**config.mk**
```make
export PLATFORM = sky130hd
export DESIGN_NAME = branch_redirect
export DESIGN_NICKNAME = d
export VERILOG_FILES = /design/src/rtl/branch_redirect.sv
export SDC_FILE = /design/constraint.sdc
export NUM_CORES = 1
export LEC_CHECK = 0
export CORE_MARGIN = 3
export CORE_UTILIZATION = 39
export DETAILED_ROUTE_END_ITERATION = 12
export GPL_TIMING_DRIVEN = 0
export PLACE_DENSITY = 0.84
export SLEW_MARGIN = 20
export SYNTH_ARGS = -nofsm -noshare
export SYNTH_HDL_FRONTEND = slang
export SYNTH_SLANG_ARGS = --single-unit
```
**constraint.sdc**
```tcl
create_clock -name clk -period 2.8 [get_ports clk]
set_input_delay 0.7 -clock clk [delete_from_list [all_inputs] [get_ports clk]]
set_output_delay 0.7 -clock clk [all_outputs]
set_load 0.005 [all_outputs]
```
**src/rtl/branch_redirect.sv**
```systemverilog
// branch_redirect: execute-stage PC redirect controller with IF/ID squash and execute back-pressure.
// Define BRANCH_CNT_EN to build the wrapping taken-redirect counter; otherwise taken_cnt is tied to 0.
module branch_redirect #(
  parameter int PC_W  = 16,
  parameter int CNT_W = 16
) (
  input  logic             clk,
  input  logic             rst_n,
  input  logic             ex_valid,
  input  logic             brchcnd,
  input  logic [PC_W-1:0]  ex_target,
  input  logic             fetch_ready,
  output logic             ex_ready,
  output logic             redirect_valid,
  output logic [PC_W-1:0]  redirect_pc,
  output logic             flush_id,
  output logic             flush_if,
  output logic             misalign_err,
  output logic [CNT_W-1:0] taken_cnt
);
  typedef enum logic [1:0] {IDLE, REDIRECT, SQUASH} state_t;
  state_t state, state_nxt;
  logic   accept;
  assign ex_ready = (state == IDLE);
  assign accept   = ex_valid & ex_ready & brchcnd;
  always_comb begin
    state_nxt = state;
    state_nxt = accept ? REDIRECT :
                (state == REDIRECT && fetch_ready) ? SQUASH :
                (state == SQUASH) ? IDLE : state;
  end
  // Flag outputs are registered copies of the decoded next state.
  always_ff @(posedge clk or negedge rst_n) begin
    if (!rst_n) begin
      state          <= IDLE;
      redirect_valid <= 1'b0;
      flush_if       <= 1'b0;
      flush_id       <= 1'b0;
      redirect_pc    <= '0;
      misalign_err   <= 1'b0;
    end else begin
      state          <= state_nxt;
      redirect_valid <= (state_nxt == REDIRECT);
      flush_if       <= (state_nxt != IDLE);
      flush_id       <= accept;
      redirect_pc    <= accept ? {ex_target[PC_W-1:1], 1'b0} : redirect_pc;
      misalign_err   <= misalign_err | (accept & ex_target[0]);
    end
  end
`ifdef BRANCH_CNT_EN
  logic [CNT_W-1:0] cnt;
  always_ff @(posedge clk or negedge rst_n) begin
    if (!rst_n) cnt <= '0;
    else if (accept) cnt <= cnt + CNT_W'(1);
  end
  assign taken_cnt = cnt;
`else
  assign taken_cnt = '0;
`endif
endmodule

```
==> metrics, run 1 <==
outcome=complete, no violations; CP endpoint=ex_ready; die area=0.00309 sq mm; crit path launch type=flip-flop; Gate Count Post-Synth=between 60 and 70; Rows=17; P_leak=0.699 nW; CP arrival=around 1.4 ns; Crit-path slowest cell=clkdlybuf4s50_1; TNS Setup=0 ns; Yosys cell types=17; worst path bufs/invs=1; Antenna Nets Post-Route=0; final hold vios=0; Layout area overhead=54.0%; wire length per cell=12.7 microns; drt first pass iters=3; largest net degree at the start of global routing=22; slowest stage delay, CP=0.50 ns; Final Cycle Share=74.1%; initial antenna violation count=0; Routed WL=1970 microns; Critical Path RT=2.10 ns; Crit. End Element=output pin; first-pass GRT wire length=around 3400 microns; Clock Pin Slew Worst Setup and Hold Paths=~0.12 ns; post-route cell area=roughly 0.0015 sq mm; vias in the first global route=about 690; Fmax=0.482 GHz; CTS tree=yes; critical path fanouts, max=8; layout cells sized above 1=31.5%; antenna cell count=0; critical path depth=2; RSZ-0062 raised after global routing=no; Max-Cap Viols=0; GRT Total Usage=14.7%; root buffer cell=clkbuf_4; Initial Util=42.1%; Syn Std Cell Area=958 sq um; nets=149; R2R cell count=4; Clock Sinks=21; Syn Area/Cell=14.3 sq um; setup bufs post-CTS=0; Yosys warning count=0; FF+latch count, synth=21; htree depth=1; CP top delay family=buffers and inverters; drt via density=4.08; area of the core=0.00228 sq mm; origin of the worst setup path=state[0]; PD cells=854 mW/mm^2; placed inst area=0.00145 sq mm; flop-to-flop setup slack=1.22 ns; crit-path cells=nor2_1 > clkdlybuf4s50_1; final setup vio count=0; register area share after synthesis=a little over half; # port buffers=40; Crit Path Category=flip-flop to output pin; hold buffers post-CTS=0; Final Slew Violations=0; Remaining DRCs=0; clk_lat worst skew=0.29 ns; Clock Skew=0.00710 ns; total vias in the final route=about 630; post-DP HPWL=roughly 1600 microns; CTS Buf Count=3; Clock Tree Buf Depth=2; Placer Congestion=0.735; Reg2Reg Capture Point=redirect_pc[2]; drt initial violations=12; Die Wd=55.6 microns; GR Overflow Total=0; VDD IR max=~0.44 mV; Die Y=55.6 microns; # IOs=58; minimum clock period=slightly above 2 ns; HP Class=input port to asynchronous set/reset pin; Reg2Reg Launch Point=state[0]; cells resized by post-CTS repair=0
[cells in the final DEF, fill, tap and decap left out, drive strengths merged, types with 3 or more instances in the layout]
| master | count |
|---|---|
| buf | 20 |
| clkbuf | 3 |
| clkdlybuf4s50 | 39 |
| conb | 17 |
| dfrtp | 21 |
| mux2 | 15 |
[kinds of logic after synthesis]
family,share of synthesized area (%)
other,0.391
multiplexers,20.8
AO/OA/AOI/OAI,3.00
AND/OR/NAND/NOR,4.83
buffers and inverters,16.2
flip-flops,54.8
[cells in the mapped netlist, drive strengths merged]
library cell  number  share of area, %
or2                1              0.65
nand2b             1              0.65
buf               19                16
nor2               1              0.39
o22a               1              0.91
nor4bb             1               1.0
nand3b             1              0.78
dfrtp             21                55
nand2              1              0.39
o21a               1              0.78
mux2              15                21
conb               1              0.39
and3b              1              0.91
a21o               1              0.78
a21oi              1              0.52
[state kept, by name, indices dropped and copies added (netlist names)]
name and flops:
flush_id 1, flush_if 1, misalign_err 1, redirect_pc 15, redirect_valid 1, state 2
[worst reg2reg max path: stages, from the launching register on]
cell      delay (ns)
dfrtp_1         0.47
nor4bb_1        0.31
buf_4           0.24
buf_12          0.16
mux2_4          0.30
[how the worst min path moves through the flow]
stage                                 end  slack, ns
final                     redirect_pc[11]       0.34
after global routing         misalign_err       0.35
after CTS                    misalign_err       0.47
after detailed placement     misalign_err       0.44
after global placement       misalign_err       0.44
after floorplan                  flush_id       0.40
[report_power, final]
group / switching, W / internal, W
sequential: 0.0000863 / 0.000446
combinational: 0.000154 / 0.000435
clock: 0.0000860 / 0.0000531
total: 0.000326 / 0.000934
[per-stage QoR]
step	setup WS (ns)	std cells	utilization [%]	hold WS [ns]	total power, W
2_1_floorplan	1.11	83	-	0.404	0.000781
3_3_place_gp	0.483	151	63.9	0.438	0.00111
3_5_place_dp	0.480	151	63.9	0.445	0.00113
4_1_cts	0.710	155	65.1	0.472	0.00128
5_1_grt	0.635	155	64.9	0.350	0.00135
6_report	0.726	155	64.9	0.336	0.00126
[cell type report]
| type | count | area, sq um |
|---|---|---|
| Clock inverter | 1 | 5.00 |
| Tap cell | 28 | 35.0 |
| Sequential cell | 21 | 526 |
| Multi-Input combinational cell | 43 | 338 |
| Clock buffer | 3 | 22.5 |
| Buffer | 19 | 155 |
| Timing Repair Buffer | 40 | 395 |
| Fill cell | 175 | 800 |
[layer usage]
layer	up-vias	share of wire [%]	track usage, %
met1	283	39	16.6
li1	310	-	-
met5	-	0	0
met4	0	0.71	6.25
met2	37	52	25.2
met3	2	9.0	4.87
No activity file was read; power rests on OpenSTA's default activity.
==> run 2: changes to the inputs <==
--- a/config.mk
+++ b/config.mk
@@ -6,10 +6,10 @@
 export NUM_CORES = 1
 export LEC_CHECK = 0
 export CORE_MARGIN = 3
-export CORE_UTILIZATION = 39
+export CORE_UTILIZATION = 33
 export DETAILED_ROUTE_END_ITERATION = 12
 export GPL_TIMING_DRIVEN = 0
-export PLACE_DENSITY = 0.84
+export PLACE_DENSITY = 0.75
 export SLEW_MARGIN = 20
 export SYNTH_ARGS = -nofsm -noshare
 export SYNTH_HDL_FRONTEND = slang
==> constraint.sdc (replaced) <==
create_clock -name clk -period 1.9 [get_ports clk]
set_input_delay 0.475 -clock clk [delete_from_list [all_inputs] [get_ports clk]]
set_output_delay 0.475 -clock clk [all_outputs]
set_load 0.005 [all_outputs]
==> run 2 against run 1 <==
- sequential power increased by 46%
- clock power increased by 52%
- global-route usage decreased by 3.6 points
- highest routed layer unchanged
- critical path type is now input port to flip-flop
- combinational power increased by 56%
- register-to-register slack got worse by 0.86 ns
- largest cell class unchanged
==> metrics, run 2 (synthesis results as in run 1) <==
outcome=complete, no violations; Clock Sinks=21; crit path launch type=input port; Fin Hold WS=0.479 ns; layout cells sized above 1=33.8%; Crit Path Category=input port to flip-flop; Rows=18; area of the core=approximately 0.0026 sq mm; Reg with most FFs=redirect_pc; first-pass GRT wire length=approximately 2900 microns; Clock Skew=0.0112 ns; drt initial violations=13; wire length per cell=12.0 microns; RSZ-0062 raised after global routing=no; Die Y=59.9 microns; initial antenna violation count=0; Layout area overhead=57.7%; total vias in the final route=671; post-DP HPWL=1500 microns; HP Class=flip-flop to flip-flop; Placer Congestion=0.689; Max-Cap Viols=0; Clock Pin Slew Worst Setup and Hold Paths=roughly 0.11 ns; GRT Total Usage=11.1%; # port buffers=40; # IOs=58; die area=0.00359 sq mm; critical path fanouts, max=10; CTS tree=yes; final setup vio count=0; Final Cycle Share=93.0%; TNS Setup=0 ns; minimum clock period=approximately 1.8 ns; most frequent cells in the layout=clkdlybuf4s50_1 (39), buf_4 (21), dfrtp_1 (19); PD cells=1260 mW/mm^2; top flop regs=redirect_pc: 15 flops, state: 2 flops; Initial Util=a little under two fifths; final hold vios=0; root buffer cell=clkbuf_4; clk_lat worst skew=0.30 ns; Least-Margin Pin Slew=0.920 ns; Routed WL=between 1500 and 2000 microns; Final Slew Violations=0; nets=roughly 150; Max-slew headroom=38.5%; Clock Tree Buf Depth=2; CTS Buf Count=3; VDD IR max=0.780 mV; antenna cell count=0; GR Overflow Total=0; Crit. End Element=flip-flop; commonest non-fill, non-tap cell in the layout=clkdlybuf4s50_1; Remaining DRCs=0; CP arrival=1.96 ns; Die Wd=59.9 microns; Antenna Nets Post-Route=0; vias in the first global route=617; htree depth=1; P_leak=roughly 0.72 nW; largest net degree at the start of global routing=22; drt via density=4.19; Critical Path RT=2.09 ns; Layout Utilization=between 50 and 60%; Fmax=between 0.5 and 0.6 GHz; max reg flops=15; drt first pass iters=4
run 2: cell types whose count changed in the layout (fill, tap and decap cells not counted):
cell,previous run,this run
dfrtp_2,0,2
buf_4,18,21
dfrtp_1,21,19
dlymetal6s2s_1,0,1
buf_2,1,0
run 2: stage by stage:
stage	worst slack, ns	std cells	total power (W)	area, sq um
2_1_floorplan	0.435	83	0.00115	1020
3_3_place_gp	-0.162	153	0.00164	1460
3_5_place_dp	-0.196	153	0.00167	1460
4_1_cts	0.00363	157	0.00189	1480
5_1_grt	0.0746	160	0.00204	1510
6_report	0.133	160	0.00191	1510
run 2: path summary, 6_finish.rpt:
kind | cells past startpoint | startpoint | slack, ns | to
setup / recovery | 5 | brchcnd | 0.13 | redirect_pc[14]
hold / removal | 1 | misalign_err | 0.48 | misalign_err
setup reg to reg | 4 | state[1] | 0.36 | redirect_pc[14]
hold reg to reg | 1 | misalign_err | 0.48 | misalign_err
max in group asynchronous | 1 | rst_n | 0.61 | state[0]
min in group asynchronous | 1 | rst_n | 0.67 | redirect_pc[6]
run 2: area by class of cell:
class / count / area (sq um)
flip-flops and latches: 21 / 528
repair buffers: 43 / 425
clock inverters: 1 / 5.00
clock buffers: 3 / 22.5
plain buffers: 19 / 155
fillers: 236 / 1100
well taps: 30 / 37.5
multi-input cells: 43 / 338
run 2: repair_timing:
action,4_1_cts,5_1_grt
setup endpoints to repair,0,1
hold endpoints to repair,0,0
hold buffers,0,0
resized for setup,0,3
setup buffers,0,3
run 2: power breakdown:
group | total (W) | switching (W) | internal, W
sequential | 0.000778 | 0.000116 | 0.000662
combinational | 0.000916 | 0.000241 | 0.000675
clock | 0.000211 | 0.000133 | 0.0000784
total | 0.00191 | 0.000490 | 0.00142
run 2: per-layer routing:
layer  part of all wire (%)  vias to the layer above  track usage, %  wire, microns
met5                      0                        -               0              0
met4                   0.57                        0            3.80             11
met3                     14                        2            4.75            270
met2                     46                       43            17.9            892
met1                     39                      307            13.2            753
li1                       -                      319               -              -
run 2: worst max-delay path: stages:
cell	delay [ns]
clkdlybuf4s50_1	0.50
nor4bb_1	0.29
buf_4	0.23
buf_12	0.15
mux2_4	0.30
==> run 3: changes to the inputs <==
--- a/config.mk
+++ b/config.mk
@@ -10,6 +10,7 @@
 export DETAILED_ROUTE_END_ITERATION = 12
 export GPL_TIMING_DRIVEN = 0
 export PLACE_DENSITY = 0.75
+export SETUP_SLACK_MARGIN = 0.3
 export SLEW_MARGIN = 20
 export SYNTH_ARGS = -nofsm -noshare
 export SYNTH_HDL_FRONTEND = slang
==> run 3 against run 2 <==
- first-iteration DRC count shrank 69%
- critical path type is now flip-flop to flip-flop
- sequential power fell by 2%
- core utilization up 6.3 points
- fmax increased by 8.0%
- non-clock buffer count rose by 13
- cell count rose by 8.1%
- worst setup slack better by 0.13 ns
==> metrics, run 3 (synthesis results as in run 1) <==
HP Class=flip-flop to flip-flop; fin worst setup slack=0.263 ns; Critical Path RT=2.10 ns; Reg with most FFs=redirect_pc; critical path fanouts, max=5; Layout area overhead=74.8%; drt first pass iters=2; drt via density=4.13; max reg flops=15; hold path cells=1; clk_lat worst skew=0.31 ns; outcome=complete, no violations; Antenna Nets Post-Route=0; Rows=18; Die Y=59.9 microns; die area=0.00359 sq mm; final hold vios=0; first-pass GRT wire length=3360 microns; layout cells sized above 1=40.6%; wire length per cell=12.6 microns; commonest non-fill, non-tap cell in the layout=buf_4; P_leak=0.855 nW; Max-slew headroom=37.8%; area of the core=0.00261 sq mm; minimum clock period=between 1.5 and 2 ns; slowest stage delay, CP=between 0.4 and 0.5 ns; crit-path cells=buf_6 > nor4bb_2 > buf_4 > buf_12 > buf_12 > mux2_4; Placer Congestion=0.689; # IOs=58; Clock Skew=0.00953 ns; htree depth=1; Least-Margin Pin Slew=between 0.9 and 1 ns; Routed WL=2190 microns; Crit Path Category=flip-flop to flip-flop; Initial Util=36.7%; TNS Setup=0 ns; GRT Total Usage=12.8%; Clock Pin Slew Worst Setup and Hold Paths=0.12 ns; Crit-path slowest cell=dfrtp_1; Clock Tree Buf Depth=2; RSZ-0062 raised after global routing=yes; Final Slew Violations=0; Die Wd=roughly 60 microns; CTS tree=yes; largest net degree at the start of global routing=22; # port buffers=40; post-DP HPWL=1500 microns; vias in the first global route=702; Finished Layout Cells=173; most frequent cells in the layout=buf_4 (27), dlygate4sd2_1 (21), dfrtp_1 (20); drt initial violations=4; VDD IR max=0.768 mV; total vias in the final route=714; CP arrival=1.83 ns; Layout Utilization=between 60% and 70%; PD cells=1220 mW/mm^2; Placement Setup Slack=-0.196 ns; R2R cell count=6; Max-Cap Viols=0; placed insts=approximately 150; final setup vio count=0; initial antenna violation count=0; top flop regs=redirect_pc: 15 flops, state: 2 flops; CTS Buf Count=3; GR Overflow Total=0; Final Cycle Share=86.1%; Crit. End Element=flip-flop; root buffer cell=clkbuf_4; Remaining DRCs=0; Crit path top cell by count=buf_12; antenna cell count=0; Clock Sinks=21; Fmax=0.611 GHz; nets=165; crit path launch type=flip-flop
[run 3: routing by layer]
layer,global-route usage (%),wire (microns),share of wire [%],vias up
met5,0,0,0,-
met4,3.80,12,0.55,0
met3,4.54,261,12,2
met2,20.8,989,45,42
met1,15.9,925,42,327
li1,-,-,-,343
[run 3: final cells by class]
| cell class | instances | area, sq um |
|---|---|---|
| Tap cell | 30 | 37.5 |
| Buffer | 19 | 155 |
| Clock buffer | 3 | 22.5 |
| Fill cell | 220 | 937 |
| Timing Repair Buffer | 56 | 558 |
| Multi-Input combinational cell | 43 | 370 |
| Clock inverter | 1 | 5.00 |
| Sequential cell | 21 | 527 |
[run 3: metrics by stage]
stage / total power [W] / area [sq um] / hold slack [ns]
after floorplan: 0.00115 / 1020 / 0.179
after global placement: 0.00164 / 1460 / 0.440
after detailed placement: 0.00167 / 1460 / 0.455
after CTS: 0.00200 / 1640 / 0.484
after global routing: 0.00219 / 1680 / 0.523
final: 0.00205 / 1680 / 0.500
[run 3: final timing paths]
path | from | to | slack [ns]
max in group asynchronous | rst_n | state[0] | 0.61
min in group asynchronous | rst_n | redirect_pc[13] | 0.67
min | misalign_err | misalign_err | 0.50
max | state[1] | redirect_pc[1] | 0.26
max reg2reg | state[1] | redirect_pc[1] | 0.26
min reg2reg | misalign_err | misalign_err | 0.50
[run 3: timing repair]
item	4_1_cts	5_1_grt
resized for setup	29	8
cloned	1	0
endpoints found under the setup margin	35	13
setup buffers	14	1
pin swaps	1	0
hold buffers	0	0
[run 3: power by group]
part / internal (W) / leakage, nW / switching, W
clock network: 0.0000786 / 0.0177 / 0.000138
registers: 0.000659 / 0.249 / 0.000102
logic: 0.000753 / 0.588 / 0.000316
[run 3: critical path, delay by kind of cell, from the launching register on]
family                 cells  cell delay [ns]
buffers and inverters      4             0.55
DFF                        1             0.42
muxes                      1             0.30
and+or+nand+nor            1             0.26
